### config.mk
export PLATFORM = sky130hd
export DESIGN_NAME = hamming_decoder
export DESIGN_NICKNAME = d
export VERILOG_FILES = /design/src/rtl/hamming_decoder_pkg.sv /design/src/rtl/hamming_syndrome.sv /design/src/rtl/hamming_decoder.sv
export SDC_FILE = /design/constraint.sdc
export NUM_CORES = 1
export LEC_CHECK = 0
export BUFFER_PORTS_ARGS = -buffer_cell sky130_fd_sc_hd__buf_2
export CORE_AREA = 2 2 103 105
export DETAILED_ROUTE_END_ITERATION = 10
export DIE_AREA = 0 0 105 107
export PLACE_DENSITY_LB_ADDON = 0.05
export SYNTH_ARGS = -nofsm -noshare
export SYNTH_HDL_FRONTEND = slang
export SYNTH_SLANG_ARGS = --single-unit
### constraint.sdc
create_clock -name clk -period 3.8 [get_ports clk]
set_clock_uncertainty 0.05 [all_clocks]
set_input_delay 0 -clock clk [delete_from_list [all_inputs] [get_ports clk]]
set_output_delay 0 -clock clk [all_outputs]
set_load 0.02 [all_outputs]
### src/rtl/hamming_decoder_pkg.sv
// Shared definitions for the extended-Hamming encoder/decoder pair: width codes,
// per-width code/data sizes and the data-bit extraction helper.
package hamming_decoder_pkg;

    typedef enum logic [1:0] {
        CW8     = 2'b00,
        CW16    = 2'b01,
        CW32    = 2'b10,
        CW_RSVD = 2'b11
    } cw_width_e;

    localparam int N_CW8  = 8;
    localparam int N_CW16 = 16;
    localparam int N_CW32 = 32;
    localparam int K_CW8  = 4;
    localparam int K_CW16 = 11;
    localparam int K_CW32 = 26;
    localparam int SYN_W  = 5;

    typedef struct packed {
        logic [31:0]      cw;
        cw_width_e        width;
        logic [SYN_W-1:0] syn;
        logic             par;
    } s1_t;

    typedef struct packed {
        logic [31:0] data;
        logic        corr;
        logic        uncorr;
    } s2_t;

    function automatic logic [5:0] cw_n(input cw_width_e w);
        case (w)
            CW8:     return 6'(N_CW8);
            CW16:    return 6'(N_CW16);
            CW32:    return 6'(N_CW32);
            default: return 6'd0;
        endcase
    endfunction

    function automatic logic [5:0] cw_k(input cw_width_e w);
        case (w)
            CW8:     return 6'(K_CW8);
            CW16:    return 6'(K_CW16);
            CW32:    return 6'(K_CW32);
            default: return 6'd0;
        endcase
    endfunction

    function automatic logic [31:0] cw_mask(input cw_width_e w);
        case (w)
            CW8:     return 32'h0000_00FF;
            CW16:    return 32'h0000_FFFF;
            CW32:    return 32'hFFFF_FFFF;
            default: return 32'h0000_0000;
        endcase
    endfunction

    // Data positions ascend identically for every width, so extracting from a
    // codeword already masked to n bits leaves bits at and above k zero.
    function automatic logic [31:0] extract_data(input logic [31:0] cw);
        logic [31:0] d;
        int          j;
        d = '0;
        j = 0;
        for (int i = 3; i < 32; i++) begin
            if ((i & (i - 1)) != 0) begin
                d[j[4:0]] = cw[i[4:0]];
                j++;
            end
        end
        return d;
    endfunction

endpackage

### src/rtl/hamming_syndrome.sv
// Combinational syndrome/overall-parity generator for a width-masked codeword.
module hamming_syndrome
    import hamming_decoder_pkg::*;
(
    input  logic [31:0]      codeword,
    input  cw_width_e        width,
    output logic [SYN_W-1:0] syndrome,
    output logic             parity
);

    logic [31:0] cw_m;

    assign cw_m   = codeword & cw_mask(width);
    assign parity = ^cw_m;

    always_comb begin
        syndrome = '0;
        for (int i = 1; i < 32; i++) begin
            if (cw_m[i]) syndrome = syndrome ^ i[SYN_W-1:0];
        end
    end

endmodule

### src/rtl/hamming_decoder.sv
// Two-stage extended-Hamming SEC-DED decoder with valid/ready handshakes and
// saturating corrected/uncorrectable event counters.
module hamming_decoder
    import hamming_decoder_pkg::*;
(
    input  logic        clk,
    input  logic        rst,
    input  logic [1:0]  CODEWORD_WIDTH,
    input  logic        in_valid,
    output logic        in_ready,
    input  logic [31:0] data_in,
    output logic        out_valid,
    input  logic        out_ready,
    output logic [31:0] data_out,
    output logic        err_corrected,
    output logic        err_uncorrectable,
    output logic [15:0] corr_count,
    output logic [15:0] uncorr_count
);

    localparam int STAGES = 2;

    logic [STAGES:1]  vld_pipe;
    logic             s1_adv, s2_adv;
    cw_width_e        in_width;
    logic [SYN_W-1:0] in_syn;
    logic             in_par;
    s1_t              s1_q;
    s2_t              s2_d, s2_q;
    logic [31:0]      fixed;

    assign in_width = cw_width_e'(CODEWORD_WIDTH);

    hamming_syndrome u_syn (
        .codeword (data_in),
        .width    (in_width),
        .syndrome (in_syn),
        .parity   (in_par)
    );

    assign s2_adv   = !vld_pipe[2] || out_ready;
    assign s1_adv   = s2_adv || !vld_pipe[1];
    assign in_ready = s1_adv;

    always_ff @(posedge clk or posedge rst) begin
        if (rst) begin
            vld_pipe <= '0;
            s1_q     <= '0;
            s2_q     <= '0;
        end else begin
            if (s1_adv) begin
                vld_pipe[1] <= in_valid;
                if (in_valid) begin
                    s1_q.cw    <= data_in & cw_mask(in_width);
                    s1_q.width <= in_width;
                    s1_q.syn   <= in_syn;
                    s1_q.par   <= in_par;
                end
            end
            if (s2_adv) begin
                vld_pipe[2] <= vld_pipe[1];
                if (vld_pipe[1]) s2_q <= s2_d;
            end
        end
    end

    // Odd overall parity means a single error at position s (s=0 is the
    // parity bit itself); even parity with nonzero syndrome is a double error.
    always_comb begin
        fixed = s1_q.cw;
        s2_d  = '0;
        if (s1_q.width == CW_RSVD) begin
            s2_d.uncorr = 1'b1;
        end else begin
            if (s1_q.par) begin
                if ({1'b0, s1_q.syn} < cw_n(s1_q.width)) begin
                    fixed[s1_q.syn] = ~fixed[s1_q.syn];
                    s2_d.corr       = 1'b1;
                end else begin
                    s2_d.uncorr = 1'b1;
                end
            end else if (s1_q.syn != '0) begin
                s2_d.uncorr = 1'b1;
            end
            s2_d.data = extract_data(fixed);
        end
    end

    assign out_valid         = vld_pipe[2];
    assign data_out          = s2_q.data;
    assign err_corrected     = s2_q.corr;
    assign err_uncorrectable = s2_q.uncorr;

    always_ff @(posedge clk or posedge rst) begin
        if (rst) begin
            corr_count   <= '0;
            uncorr_count <= '0;
        end else if (out_valid && out_ready) begin
            if (s2_q.corr && corr_count != 16'hFFFF)
                corr_count <= corr_count + 16'd1;
            if (s2_q.uncorr && uncorr_count != 16'hFFFF)
                uncorr_count <= uncorr_count + 16'd1;
        end
    end

endmodule

Word level (Yosys, flattened, before mapping)
Index checks and enable logic that the tools add are counted.

Reductions and logical operators: 41. Divide/modulo/power cells: 0. Bitwise logic cells: 33. $mul: 0. Equality and inequality tests: 7. Add/sub/neg operators: 26. Shift-type cells: 0. Order comparisons: 53. Mux-type cells: 177.

Operators with widths (number): 32-bit two-way mux (29); 32-bit bitwise mux (26); 5-bit two-way mux (41); 5-bit by 6-bit < comparator with 1-bit output (second input constant) (26); 1-bit demux with 5-bit select (26); 5-bit by 1-bit >= comparator with 1-bit output (second input constant) (26); 5-bit by 2-bit adder with 5-bit output (second input constant) (24); 32-bit one-hot mux with 3 select lines (1); 32-bit bitwise AND (2); 1-bit two-way mux (35); 33-bit two-way mux (1); 16-bit by 1-bit adder with 16-bit output (second input constant) (2); 4-bit two-way mux (8); 16-bit inequality test (second input constant) (2); 32-bit XOR reduction (1); 3-bit inverter (10); 1-bit logical AND (29); 2-bit inverter (10); 4-bit inverter (5); 6-bit one-hot mux with 3 select lines (1); 3-bit two-way mux (4); 6-bit two-way mux (2); 2-bit AND reduction (4); 2-bit equality test (second input constant) (3); 11 further kinds (19).

Bits in registers: 108. Bits in writable memories: 0. Bits in latches: 0. Bits of input ports: 38. Memories: 0. Memory bits (read-only): 0. Output and inout port bits: 68.

Longest topological paths before layout
Depth in word-level cells: 60. Depth in mapped cells: 9. Gate-level depth less buffers: 8.

Cells and area by module
From an unflattened synthesis, not the netlist that was laid out.

Cell total of the unflattened synthesis: 597. Area, all modules: 5774.3 um2.

By module, submodules not included: hamming_decoder (area each 5122.4 um2, instances 1, cells an instance 517); hamming_syndrome (area each 651.9 um2, instances 1, cells an instance 80).

Worst setup path after synthesis
Ideal clock, no wire load.

Kind: register to register. Start point: register s1_q[7] (netlist name). End point: register s2_q, in the netlist data_out[14]. Arrival time: 1964 ps. Period minus slack after synthesis: 2148 ps. Setup time: 133 ps. Path buffers: 1. Setup slack: 1652 ps. Cell stages (with the launch flop): 10. Required time: 3617 ps. Path through: dfrtp_1 > nand2b_1 > ha_1 > o21ba_2 > o22a_1 > nand2b_1 > clkbuf_1 > nor4b_1 > mux2i_1 > o21ai_0.

Word-level cells in the longest chain between the ends: 58. Elaborated cells on any way between the ends: 61.

Ends and longest elaborated chain: from (decl) (line hamming_decoder.sv:28) `s1_t s1_q;`; 2-bit equality test (tied with other cells) (line hamming_decoder_pkg.sv:34) `case (w)`; 6-bit one-hot mux with 3 select lines (line hamming_decoder_pkg.sv:34); 6-bit two-way mux (line hamming_decoder.sv:75) `if (s1_q.par) begin`; 6-bit two-way mux (line hamming_decoder.sv:72) `if (s1_q.width == CW_RSVD) begin`; 5-bit by 6-bit < comparator with 1-bit output (line hamming_decoder.sv:76) `if ({1'b0, s1_q.syn} < cw_n(s1_q.width)) begin`; 32-bit two-way mux (line hamming_decoder.sv:76); 32-bit two-way mux (line hamming_decoder.sv:75); 32-bit two-way mux (line hamming_decoder.sv:72); [... 42 more ...]; 32-bit bitwise mux (line hamming_decoder_pkg.sv:69) `d[j[4:0]] = cw[i[4:0]];`; 32-bit two-way mux (line hamming_decoder.sv:72); 32-bit bitwise mux (line hamming_decoder_pkg.sv:69); 32-bit two-way mux (line hamming_decoder.sv:72); 32-bit bitwise mux (line hamming_decoder_pkg.sv:69); 32-bit two-way mux (line hamming_decoder.sv:72); 32-bit bitwise mux (line hamming_decoder_pkg.sv:69); 33-bit two-way mux (*) (line hamming_decoder.sv:72); to (signal assigned) (line hamming_decoder.sv:49) `s2_q <= '0;`; to (signal assigned) (line hamming_decoder.sv:62) `if (vld_pipe[1]) s2_q <= s2_d;`; to (decl) (line hamming_decoder.sv:29) `s2_t s2_d, s2_q;`.

Mark *: on every way between the ends. The rest lies on a longest branch, timed or not. The select of a mux whose other input is x is not followed. A chain may end at the register's enable or synchronous reset.

Final worst setup path
Start point: register s1_q[1] (netlist name). End point: register s2_q, in the netlist data_out[8].

Word-level cells in the longest chain between the ends: 58. Elaborated cells on any way between the ends: 63.

Ends and longest elaborated chain: 5-bit by 6-bit < comparator with 1-bit output (implied by the code) or 5-bit by 1-bit >= comparator with 1-bit output (tied branches) (line hamming_decoder.sv:77) `fixed[s1_q.syn] = ~fixed[s1_q.syn];`; 1-bit logical AND (implied by the code) (line hamming_decoder.sv:77); 1-bit two-way mux (implied by the code) (line hamming_decoder.sv:77); 1-bit demux with 5-bit select (line hamming_decoder.sv:77); 32-bit bitwise mux (line hamming_decoder.sv:77); 32-bit two-way mux (*) (line hamming_decoder.sv:76); 32-bit two-way mux (*) (line hamming_decoder.sv:75); 32-bit two-way mux (*) (line hamming_decoder.sv:72); [... 42 more ...]; 32-bit bitwise mux (line hamming_decoder_pkg.sv:69); 32-bit two-way mux (line hamming_decoder.sv:72); 32-bit bitwise mux (line hamming_decoder_pkg.sv:69); 32-bit two-way mux (line hamming_decoder.sv:72); 32-bit bitwise mux (line hamming_decoder_pkg.sv:69); 32-bit two-way mux (line hamming_decoder.sv:72); 32-bit bitwise mux (*) (line hamming_decoder_pkg.sv:69); 33-bit two-way mux (*) (line hamming_decoder.sv:72).

Marks and branches as above.

==> flow_summary.toml <==
[final_layout]
syn_to_final_growth_pct = 20.5
n_fill_cell = 857
post-route-util_pct = 66.7
nets = 748
drive_above_1_share_pct = 19.4
num_antenna_cells = 0

[yosys]
yosys.area.top_type = "dfrtp_1"
yosys.cell_count.top_type = "nand2_1"
synth-seq-cells = 102
synth_seq_area_share_pct = 45.7
ys_types = 47
netlist_top_cells_count = "nand2_1 (123), dfrtp_1 (102), o21ai_0 (63), xnor2_1 (62), mux2i_1 (31)"
synth.avg_cell_area_sq_um = 9.60
yosys-top-cells-area = "dfrtp_1 (46%), xnor2_1 (9.7%), nand2_1 (8.3%)"
synth-async-reset-ratio_pct = 100
netlist_area_sq_mm = 0.00559
synth_edf_count = 0
syn_inst = 582
synth_warnings = 0
synth-main-ff-cell = "dfrtp_1"
synth_top_cell_area_share_pct = 45.7

[timing]
rsz0062_at_grt = "no"
setup_viol = 0
fmax_ghz = 0.370
max_slew.worst_pin.slew_ns = 0.957
slew_violations = 0
hold_ws_ns = 0.314
min_period_over_period_pct = 71.2
final_hold_viol_count = 0
slew_headroom_pct = 36.1
min_period_ns = 2.71
tns_ns = 0

[global_routing]
antenna_found_initial = 0
grt_max_degree = 74
overflow = 0
grt_pass1_vias = 4329
grt_usage_pct = 23.3
grt_pass1_wl_mm = 20.9

[pwr]
p_switching_mw = 1.14
comb_power_share_pct = 30.6
power.leakage_nw = 3.16
p_clk_share_pct = 23.2
irDropWorstVdd_uv = 204
p_int_mw = 2.05
p_seq_share_pct = 46.2
power_density_mw_per_mm2 = 472
swShare_pct = 35.7

[cts]
cts_tree = "yes"
htreeDepth = 3
cts-root-buf = "clkbuf_8"
cts.sinks = 102
insertion_delay_ns = 0.37
clk_transition_reported_paths_ns = 0.10
clockBufferDepth = 2
cts_buffers = 9
post-cts-setup-buffer-count = 0

[die]
boundaryPins = 106
start_util_pct = 55.4
num_rows = 37
die_w_um = 105
die_h_um = 107
die-area_sq_mm = 0.0112
coreArea_sq_mm = 0.0101

[worst_setup_path]
path_cells = "mux4_2, o2111a_1, a221oi_2, mux2i_1, o21ai_0"
max_stage_delay_ns = 0.71
critical_path_arrival_ns = 2.95
reg2regPathDepth = 5
critPathKind = "reg2reg"
cp_max_fo = 15
cp_slowest_cell = "dfrtp_1"
crit_required_ns = 4.05
critPathCaptureType = "flip-flop"
start_kind = "flip-flop"

[place]
place.gp.congestion = 0.827
io_buffers = 99
place.detailed.hpwl_mm = 9.07

[route]
via_per_inst = 5.26
postRouteAntennaNets = 0
wl_per_cell_um = 14.8
via_count = 4447
drt_iter0_drc = 236
wl_mm = 12.5
drtPass1Iterations = 4
drc = 0

[min_path]
hold_class = "in2async"

[run_status]
status = "complete, no violations"

[job]
cap_violations = 0
-- stage by stage --
stage / power (mW) / area (sq um) / setup slack, ns / cells
floorplan: 2.15 / 5610 / 1.07 / 587
global placement: 2.40 / 6150 / 1.13 / 793
detailed placement: 2.44 / 6150 / 1.01 / 793
CTS: 3.20 / 6740 / 0.991 / 846
global route: 3.37 / 6740 / 0.752 / 846
finish: 3.18 / 6740 / 1.09 / 846
-- logic make-up (layout without fill, tap and decap cells) --
family          after synthesis  in the layout  synth area share [%]
compound gates               80             80                  7.86
xor+xnor                     77             77                  13.1
fa+ha+maj                     5              5                  1.12
buf+inv                      38            161                  3.04
flops                       102            102                  45.7
mux                          42             42                  9.18
other cells                   1              6                0.0671
simple gates                237            237                  20.0
-- flip-flops by register name, summed over array words and instances (netlist names) --
name,count
s1_q,40
vld_pipe,2
data_out,26
err_corrected,1
err_uncorrectable,1
uncorr_count,16
corr_count,16
-- final timing paths --
check                                   from          endpoint  slack, ns
worst min-delay path                     rst  uncorr_count[12]       0.31
max in group asynchronous                rst           s1_q[9]       2.47
worst max-delay path                 s1_q[1]       data_out[8]       1.09
worst max register to register       s1_q[1]       data_out[8]       1.09
min in group clk                 data_in[19]          s1_q[27]       0.39
worst min register to register  data_out[12]      data_out[12]       0.43
-- worst max-delay path, delay by kind of cell, from the launching register on --
family	cells	cell delay [ns]
AO/OA/AOI/OAI	3	1.13
flip-flops	1	0.71
multiplexers	2	0.74
-- final cells by class --
type                    count  area, sq um  area share [%]
well taps                 136          170            2.53
clock buffers               9          124            1.84
multi-input cells         447         2890            42.9
inverters                   6         25.0           0.371
repair buffers            139          888            13.2
flip-flops and latches    102         2550            37.9
clock inverters             7         88.8            1.32
-- power by group through the flow --
stage / logic (mW) / clock network [mW] / registers [mW]
2_1_floorplan: 0.638 / 0 / 1.51
3_3_place_gp: 0.923 / 0 / 1.48
3_5_place_dp: 0.944 / 0 / 1.49
4_1_cts: 0.980 / 0.750 / 1.47
5_1_grt: 1.08 / 0.787 / 1.51
6_report: 0.973 / 0.739 / 1.47
-- layout by cell type (no fill, tap or decap), types with 3 or more instances in the layout --
master and count:
dlygate4sd3_1 37, xnor2_1 62, nor3b_1 3, nor2_1 23, nand2b_1 24, inv_1 5, nor4b_1 3, nor2b_1 3
a21oi_1 6, ha_1 5, nand3_1 18, mux4_2 7, xnor3_1 3, dfrtp_1 102, mux2_2 4, o21ai_0 63
conb_1 6, buf_4 3, clkinv_2 4, nand3b_1 4, clkbuf_8 9, mux2i_1 31, and4_1 4, nand4_1 6
xor2_1 11, nor3_1 13, buf_2 99, nand2_1 122
-- metal layers --
metal | track usage (%) | routed length (um)
met3 | 2.86 | 460
met2 | 38.1 | 5940
met1 | 32.1 | 5920
met4 | 8.76 | 191
met5 | 0 | 0
-- timing repair --
item / 4_1_cts / 5_1_grt
resized for setup: 0 / 0
hold buffers: 37 / 0
hold endpoints to repair: 109 / 0
Note: power is estimated with default switching activity, not from simulation.
